`config.mk`:
```
export PLATFORM = sky130hd
export DESIGN_NAME = mem_arbiter
export DESIGN_NICKNAME = d
export VERILOG_FILES = /design/src/rtl/mem_arb_pkg.sv /design/src/rtl/rr_arb2.sv /design/src/rtl/mem_arbiter.sv
export SDC_FILE = /design/constraint.sdc
export NUM_CORES = 1
export LEC_CHECK = 0
export ABC_CLOCK_PERIOD_IN_PS = 3010
export CORE_MARGIN = 5
export CORE_UTILIZATION = 39
export CTS_CLUSTER_DIAMETER = 30
export DETAILED_ROUTE_END_ITERATION = 12
export PLACE_DENSITY = 0.81
export SLEW_MARGIN = 0
export SYNTH_ARGS = -nofsm -noshare
export SYNTH_HDL_FRONTEND = slang
export SYNTH_SLANG_ARGS = --single-unit
```
`constraint.sdc`:
```
create_clock -name clk -period 3.01 [get_ports clk]
set_input_delay 0.602 -clock clk [delete_from_list [all_inputs] [get_ports clk]]
set_output_delay 0.602 -clock clk [all_outputs]
set_load 0.01 [all_outputs]
```
`src/rtl/mem_arb_pkg.sv`:
```
// Shared types and constants for the two-port memory arbiter.
package mem_arb_pkg;

  localparam int unsigned ADDR_W = 32;
  localparam int unsigned DATA_W = 32;
  localparam int unsigned CNT_W  = 16;

  // Requester identifiers, also used as the last_grant encoding
  localparam logic REQ_I = 1'b0;
  localparam logic REQ_D = 1'b1;

  // Clears the byte offset to form a word address
  localparam logic [ADDR_W-1:0] WORD_MASK = ~ADDR_W'(3);

  localparam logic [CNT_W-1:0] CNT_MAX = '1;

  typedef enum logic [1:0] {
    IDLE   = 2'd0,
    ACCESS = 2'd1,
    RESP   = 2'd2
  } state_e;

  // Request captured at grant time and replayed to memory
  typedef struct packed {
    logic [ADDR_W-1:0] addr;
    logic [DATA_W-1:0] wdata;
    logic              we;
    logic              id;
  } mem_txn_t;

endpackage

```
`src/rtl/rr_arb2.sv`:
```
// Two-way round-robin picker: on a tie the side not served last wins.
module rr_arb2
  import mem_arb_pkg::*;
(
  input  logic i_req_inst,
  input  logic i_req_data,
  input  logic i_last_grant,
  output logic o_grant_c
);

  // Tie goes to the opposite of the last grant; a lone request always wins
  always_comb begin
    o_grant_c = REQ_I;
    if (i_req_inst && i_req_data) begin
      o_grant_c = ~i_last_grant;
    end else if (i_req_data) begin
      o_grant_c = REQ_D;
    end
  end

endmodule

```
`src/rtl/mem_arbiter.sv`:
```
// Arbitrates instruction-fetch and data ports onto one shared memory.
// Each grant takes IDLE -> ACCESS -> RESP, one cycle per state.
module mem_arbiter
  import mem_arb_pkg::*;
(
  input  logic              clk,
  input  logic              reset,
  input  logic              i_req,
  input  logic [ADDR_W-1:0] i_addr,
  output logic              i_ready,
  output logic [DATA_W-1:0] i_rdata,
  input  logic              d_req,
  input  logic              d_we,
  input  logic [ADDR_W-1:0] d_addr,
  input  logic [DATA_W-1:0] d_wdata,
  output logic              d_ready,
  output logic [DATA_W-1:0] d_rdata,
  output logic [ADDR_W-1:0] mem_addr,
  output logic [DATA_W-1:0] mem_wdata,
  output logic              mem_read,
  output logic              mem_write,
  input  logic [DATA_W-1:0] mem_rdata,
  output logic [CNT_W-1:0]  stall_cnt
);

  state_e            r_state;
  state_e            w_state_nxt;
  mem_txn_t          r_txn;
  mem_txn_t          w_txn_sel;
  logic              r_last_grant;
  logic [DATA_W-1:0] r_rdata;
  logic [CNT_W-1:0]  r_stall_cnt;
  logic [CNT_W-1:0]  w_stall_nxt;
  logic [CNT_W:0]    w_stall_sum;
  logic [1:0]        w_stall_inc;
  logic              w_grant;
  logic              w_latch;
  logic              w_capture;
  logic              w_busy;
  logic              w_wait_i;
  logic              w_wait_d;

  rr_arb2 u_rr_arb2 (
    .i_req_inst   (i_req),
    .i_req_data   (d_req),
    .i_last_grant (r_last_grant),
    .o_grant_c    (w_grant)
  );

  // Payload of whichever requester the picker selected
  always_comb begin
    w_txn_sel = '0;
    if (w_grant == REQ_D) begin
      w_txn_sel.addr  = d_addr;
      w_txn_sel.wdata = d_wdata;
      w_txn_sel.we    = d_we;
      w_txn_sel.id    = REQ_D;
    end else begin
      w_txn_sel.addr  = i_addr;
      w_txn_sel.id    = REQ_I;
    end
  end

  // State register
  always_ff @(posedge clk) begin
    if (reset) begin
      r_state <= IDLE;
    end else begin
      r_state <= w_state_nxt;
    end
  end

  // Next state and memory/ready outputs; reset masks store and ready pulses
  always_comb begin
    w_state_nxt = r_state;
    w_latch     = 1'b0;
    w_capture   = 1'b0;
    mem_addr    = '0;
    mem_wdata   = '0;
    mem_read    = 1'b0;
    mem_write   = 1'b0;
    i_ready     = 1'b0;
    d_ready     = 1'b0;
    case (r_state)
      IDLE: begin
        if (i_req || d_req) begin
          w_latch     = 1'b1;
          w_state_nxt = ACCESS;
        end
      end
      ACCESS: begin
        w_state_nxt = RESP;
        mem_addr    = r_txn.addr & WORD_MASK;
        mem_wdata   = r_txn.wdata;
        mem_read    = ~r_txn.we;
        mem_write   = r_txn.we & ~reset;
        w_capture   = ~r_txn.we;
      end
      RESP: begin
        w_state_nxt = IDLE;
        i_ready     = (r_txn.id == REQ_I) & ~reset;
        d_ready     = (r_txn.id == REQ_D) & ~reset;
      end
      default: begin
        w_state_nxt = IDLE;
      end
    endcase
  end

  // Grant latch, round-robin history and load-data capture
  always_ff @(posedge clk) begin
    if (reset) begin
      r_txn        <= '0;
      r_last_grant <= REQ_D;
      r_rdata      <= '0;
    end else begin
      if (w_latch) begin
        r_txn        <= w_txn_sel;
        r_last_grant <= w_grant;
      end
      if (w_capture) begin
        r_rdata <= mem_rdata;
      end
    end
  end

  // A requester waits whenever it asks but is not the one being served
  always_comb begin
    w_busy      = (r_state != IDLE);
    w_wait_i    = i_req & ~(w_busy & (r_txn.id == REQ_I));
    w_wait_d    = d_req & ~(w_busy & (r_txn.id == REQ_D));
    w_stall_inc = {1'b0, w_wait_i} + {1'b0, w_wait_d};
    w_stall_sum = {1'b0, r_stall_cnt} + (CNT_W+1)'(w_stall_inc);
    w_stall_nxt = w_stall_sum[CNT_W] ? CNT_MAX : w_stall_sum[CNT_W-1:0];
  end

  // Saturating stall counter
  always_ff @(posedge clk) begin
    if (reset) begin
      r_stall_cnt <= '0;
    end else begin
      r_stall_cnt <= w_stall_nxt;
    end
  end

  assign i_rdata   = r_rdata;
  assign d_rdata   = r_rdata;
  assign stall_cnt = r_stall_cnt;

endmodule

```
**Word level (Yosys, flattened, before mapping)**

Index checks and enable logic that the tools add are counted.

- $add $sub $neg: 2
- Equality and inequality tests: 3
- Muxes and demuxes: 16
- Bitwise operators: 13
- Reductions and logical operators: 4

Operator list:

| kind | count |
|---|---|
| $mux W32 | 3 |
| $mux W33 | 1 |
| $add A16 B2 Y17 | 1 |
| $mux W16 | 1 |
| $mux W1 | 9 |
| $and A1 B1 Y1 | 7 |
| $not A1 Y1 | 6 |
| $pmux W2 S2 | 1 |
| $add A1 B1 Y2 | 1 |
| $eq A2 B1 Y1 const B | 1 |
| $eq A2 B2 Y1 const B | 1 |
| $logic_not A2 Y1 | 1 |
| $mux W2 | 1 |
| $ne A2 B2 Y1 const B | 1 |
| $reduce_bool A2 Y1 | 1 |
| $logic_and A1 B1 Y1 | 1 |
| $logic_or A1 B1 Y1 | 1 |

- Bits in registers: 117
- Input bits: 133
- Output and inout port bits: 148
- Logic and storage cells: 46

**Longest topological paths before layout**

Gate-level depths: netlist of run 1.

- Depth after elaboration: 7
- Gate-level depth with buffers: 10
- Mapped depth without buffers: 9

**By module**

From an unflattened synthesis of run 1, not the netlist that was laid out.

- Cells, all modules: 649
- Area, all modules: 5,408.9 µm²

Modules (own cells, without submodules):

| module | instances | cells each | area an instance (µm²) | sequential area each (µm²) |
|---|---|---|---|---|
| mem_arbiter | 1 | 648 | 5,397.7 | 2,302.2 |
| rr_arb2 | 1 | 1 | 11.3 | 0.0 |

**Least setup slack after synthesis of run 1**

No wires, ideal clock.

- Kind: input port to flip-flop
- From: in i_req
- To: reg r_stall_cnt[11], in the netlist stall_cnt[11]
- Library setup time: 0.071 ns
- Data arrival time: 2.215 ns
- Data required time: 2.939 ns
- Setup slack: 0.724 ns
- Cell stages on the path: 9
- Path buffers: 1
- Cell sequence: o21ai_0 -> fa_1 -> inv_1 -> ha_1 -> nand3_2 -> nor4_4 -> nand3_2 -> buf_6 -> a21oi_1

- Word-level cells in the longest chain between the ends: 4

RTL lines:

| item | RTL line | RTL |
|---|---|---|
| start, declared | mem_arbiter.sv:8 | `input logic i_req,` |
| $and A1 B1 Y1 | mem_arbiter.sv:130 | `w_wait_i = i_req & ~(w_busy & (r_txn.id == REQ_I));` |
| $add A1 B1 Y2 | mem_arbiter.sv:132 | `w_stall_inc = {1'b0, w_wait_i} + {1'b0, w_wait_d};` |
| $add A16 B2 Y17 | mem_arbiter.sv:133 | `w_stall_sum = {1'b0, r_stall_cnt} + (CNT_W+1)'(w_stall_inc);` |
| $mux W16 | mem_arbiter.sv:134 | `w_stall_nxt = w_stall_sum[CNT_W] ? CNT_MAX : w_stall_sum[CNT_W-1:0];` |
| end signal, assigned | mem_arbiter.sv:142 | `r_stall_cnt <= w_stall_nxt;` |
| end, declared | mem_arbiter.sv:32 | `logic [CNT_W-1:0] r_stall_cnt;` |

No other way between the ends.
A chain may end at the register's enable or synchronous reset.

**Worst setup path after layout of run 1**

- From: reg r_state[0]
- To: out mem_read

- Word-level cells in the longest chain between the ends: 2

RTL lines:

| item | RTL line | RTL |
|---|---|---|
| start, declared | mem_arbiter.sv:26 | `state_e r_state;` |
| start signal, assigned | mem_arbiter.sv:69 | `r_state <= w_state_nxt;` |
| $eq A2 B1 Y1 | mem_arbiter.sv:84 | `case (r_state)` |
| $mux W1 | mem_arbiter.sv:84 |  |
| end, declared | mem_arbiter.sv:20 | `output logic mem_read,` |

No other way between the ends.

==> run metrics, run 1 <==
setup TNS=0 ns; Setup WS pre-CTS=-0.0506 ns; Die Wd=around 120 um; hold-critical path depth=2; Max-Slew Margin vs Limit=50.3%; n_diodes=0; Synth-to-Final Area Change=64.2%; Netlist cell types=42; Worst Max-Slew Pin Slew=~0.74 ns; area of the multi-input gates=2350 sq um; leak pwr=approximately 3.1 nW; final worst slack=0.181 ns; post_cts resized=0; Rows=41; vias in the first global route=4,954; reg-to-reg endpoint=stall_cnt[13]; CTS root buffer=clkbuf_16; WL/cell=between 15 and 20 um; Most used DFF post-synth=dfxtp_1; DR iter-0 viols=204; I/O pins=281; count of state elements after synthesis=115; post-route ant nets=0; Initial Util=roughly two fifths; DRC=0; critical path cell sequence=nor2b_4 -> buf_4 -> nand2b_1 -> buf_4 -> inv_2 -> clkdlybuf4s50_1; synth warn=0; Routability Congestion=0.808; unrepaired setup endpoints after global routing=no; final cycle utilization of the critical path=94.0%; CP Class=flip-flop to primary output; largest net degree at the start of global routing=73; endpoints failing setup=0; vias post-DR=4,927; Hold WC Path Type=input port to flip-flop; Cells after Synth=592; total CTS buffers=17; first-pass GRT wire length=approximately 25,000 um; total gr overflow=0; Fin Clk Skew=0.00703 ns; WP data required=2.41 ns; GR Util All Layers=19.5%; Max clock buf depth=2; IO Port Bufs=274; Synth area leaders=dfxtp_1 (45%), and2_1 (7.8%), buf_4 (5.9%); register area share after synthesis=~45%; delay-heaviest family, CP=buffers and inverters; Worst R2R Start=r_state[1]; Synth area leader=dfxtp_1; DRT Wirelength=15,800 um; post-CTS repair timing setup buffer count=0; Max IR drop VDD=0.303 mV; worst-skew pair later-pin latency=0.40 ns; CTS tree=yes; Critical Path Start Type=flip-flop; Slew Limit Fails=0; drt pass-1 iters=6; register area=2300 sq um; Fill cells=992; CP peak stage delay=0.53 ns; antenna violations before repair=1; net count reported at finish=between 900 and 1,000; CTS H-Tree Depth=4; clk sinks=115; Final min period=2.83 ns; most frequent CP cell=buf_4; Worst Path Arrival=2.23 ns; Slowest cell on crit path=clkdlybuf4s50_1; most common cell after layout, fill and taps aside=clkdlybuf4s50_1; asr flop ratio synth=0%; Max Fclk=about 350 MHz; Finished Core Util=65.9%; Max Cap Viol=0; Mapped Area=5130 sq um; Yosys top cell area share=44.9%; crit path max fanout=33; hold path start=reset; fraction of layout cells with a size suffix above 1=between 7 and 8%; Post-DP HPWL=11,900 um; Hold Slack=~0.4 ns; setup slack, reg-to-reg=0.36 ns; CP Capture Type=primary output; CP Buf/Inv Count=4; Syn Area/Cell=8.66 sq um; most frequent cells in the layout=clkdlybuf4s50_1 (273), dfxtp_1 (115), nor2_1 (71); depth of the worst register-to-register path=9; die area=15,500 sq um; power per cell area=556 nW/um^2; die height=125 um; Fin. Hold Viols=0; core footprint=12,800 sq um; Min-Delay Endpoint=r_state[1]; Hold Buf Count CTS=0; vias per cell=4.90; Worst-path clk slew=0.05 ns; number of enable flip-flop cells after synthesis=0; status=complete, no violations
## cell usage after synthesis (2+ instances only)
cell type	number
nor2_1	71
nand3_1	3
and2_1	64
inv_1	6
nor3_1	4
nand2b_1	2
a211oi_1	33
o21ai_0	2
xnor2_1	9
a22oi_1	33
dfxtp_1	115
nor4_1	2
nor2b_1	2
mux2i_1	30
nand3_2	3
buf_4	40
a21oi_1	45
nand2_1	68
clkbuf_1	24
buf_2	14
## cell families (layout without fill, tap and decap cells)
kind of cell	Yosys count	after routing	share of synthesized area [%]
flip-flops	115	115	44.9
AO/OA/AOI/OAI	121	121	15.5
adder cells (fa/ha/maj)	2	2	0.634
multiplexers	30	30	5.86
AND/OR/NAND/NOR	227	227	21.6
other	1	2	0.0731
buffers and inverters	86	327	9.71
XOR/XNOR	10	10	1.71
## layout make-up
type	instances	area share, %
clock buffer	23	6.03
clock inverter	9	1.75
inverter	7	0.312
multi-input combinational	392	27.9
sequential	115	27.3
tap	172	2.56
timing repair buffer	288	34.1
## registers in the layout, summed over array words and instances (netlist names)
signal and cells:
r_last_grant 1, r_state 2, d_rdata 32, r_txn 64, stall_cnt 16
## where the power goes
part / leakage, nW / internal (W) / switching, W / total (W)
logic: 1.87 / 0.000444 / 0.000351 / 0.000795
clock network: 0.325 / 0.00151 / 0.000673 / 0.00218
registers: 0.942 / 0.00163 / 0.0000680 / 0.00170
total: 3.14 / 0.00359 / 0.00109 / 0.00468
## worst max-delay path by stage
stage	cells past startpoint	endpoint	slack, ns	startpoint
after floorplan	9	stall_cnt[11]	0.72	i_req
after global placement	9	stall_cnt[0]	0.07	i_req
after detailed placement	9	stall_cnt[5]	-0.05	i_req
after CTS	6	mem_read	0.13	r_state[0]
after global routing	6	mem_read	0.006	r_state[0]
final	6	mem_read	0.18	r_state[0]
## metrics by stage
step	cell area (sq um)	std cells	power [W]
5_1_grt	8420	1006	0.00488
4_1_cts	8420	1006	0.00474
2_1_floorplan	5130	593	0.00213
6_report	8420	1006	0.00468
3_5_place_dp	7760	974	0.00254
3_3_place_gp	7760	974	0.00251
## routing by layer
| metal | up-vias | GRT usage [%] | wire (um) |
|---|---|---|---|
| met1 | 2276 | 19.8 | 5980 |
| met2 | 205 | 35.9 | 8270 |
| met3 | 19 | 7.93 | 1280 |
| met4 | 2 | 6.77 | 252 |
| met5 | - | 0 | 20 |
| li1 | 2425 | - | - |
(Power assumes the default switching activity.)
==> run 2, diff against run 1 <==
HOLD_SLACK_MARGIN = 0.03   (was unset)
==> results of run 2 <==
The final DEF is identical to that of run 1; final timing and power are the same.
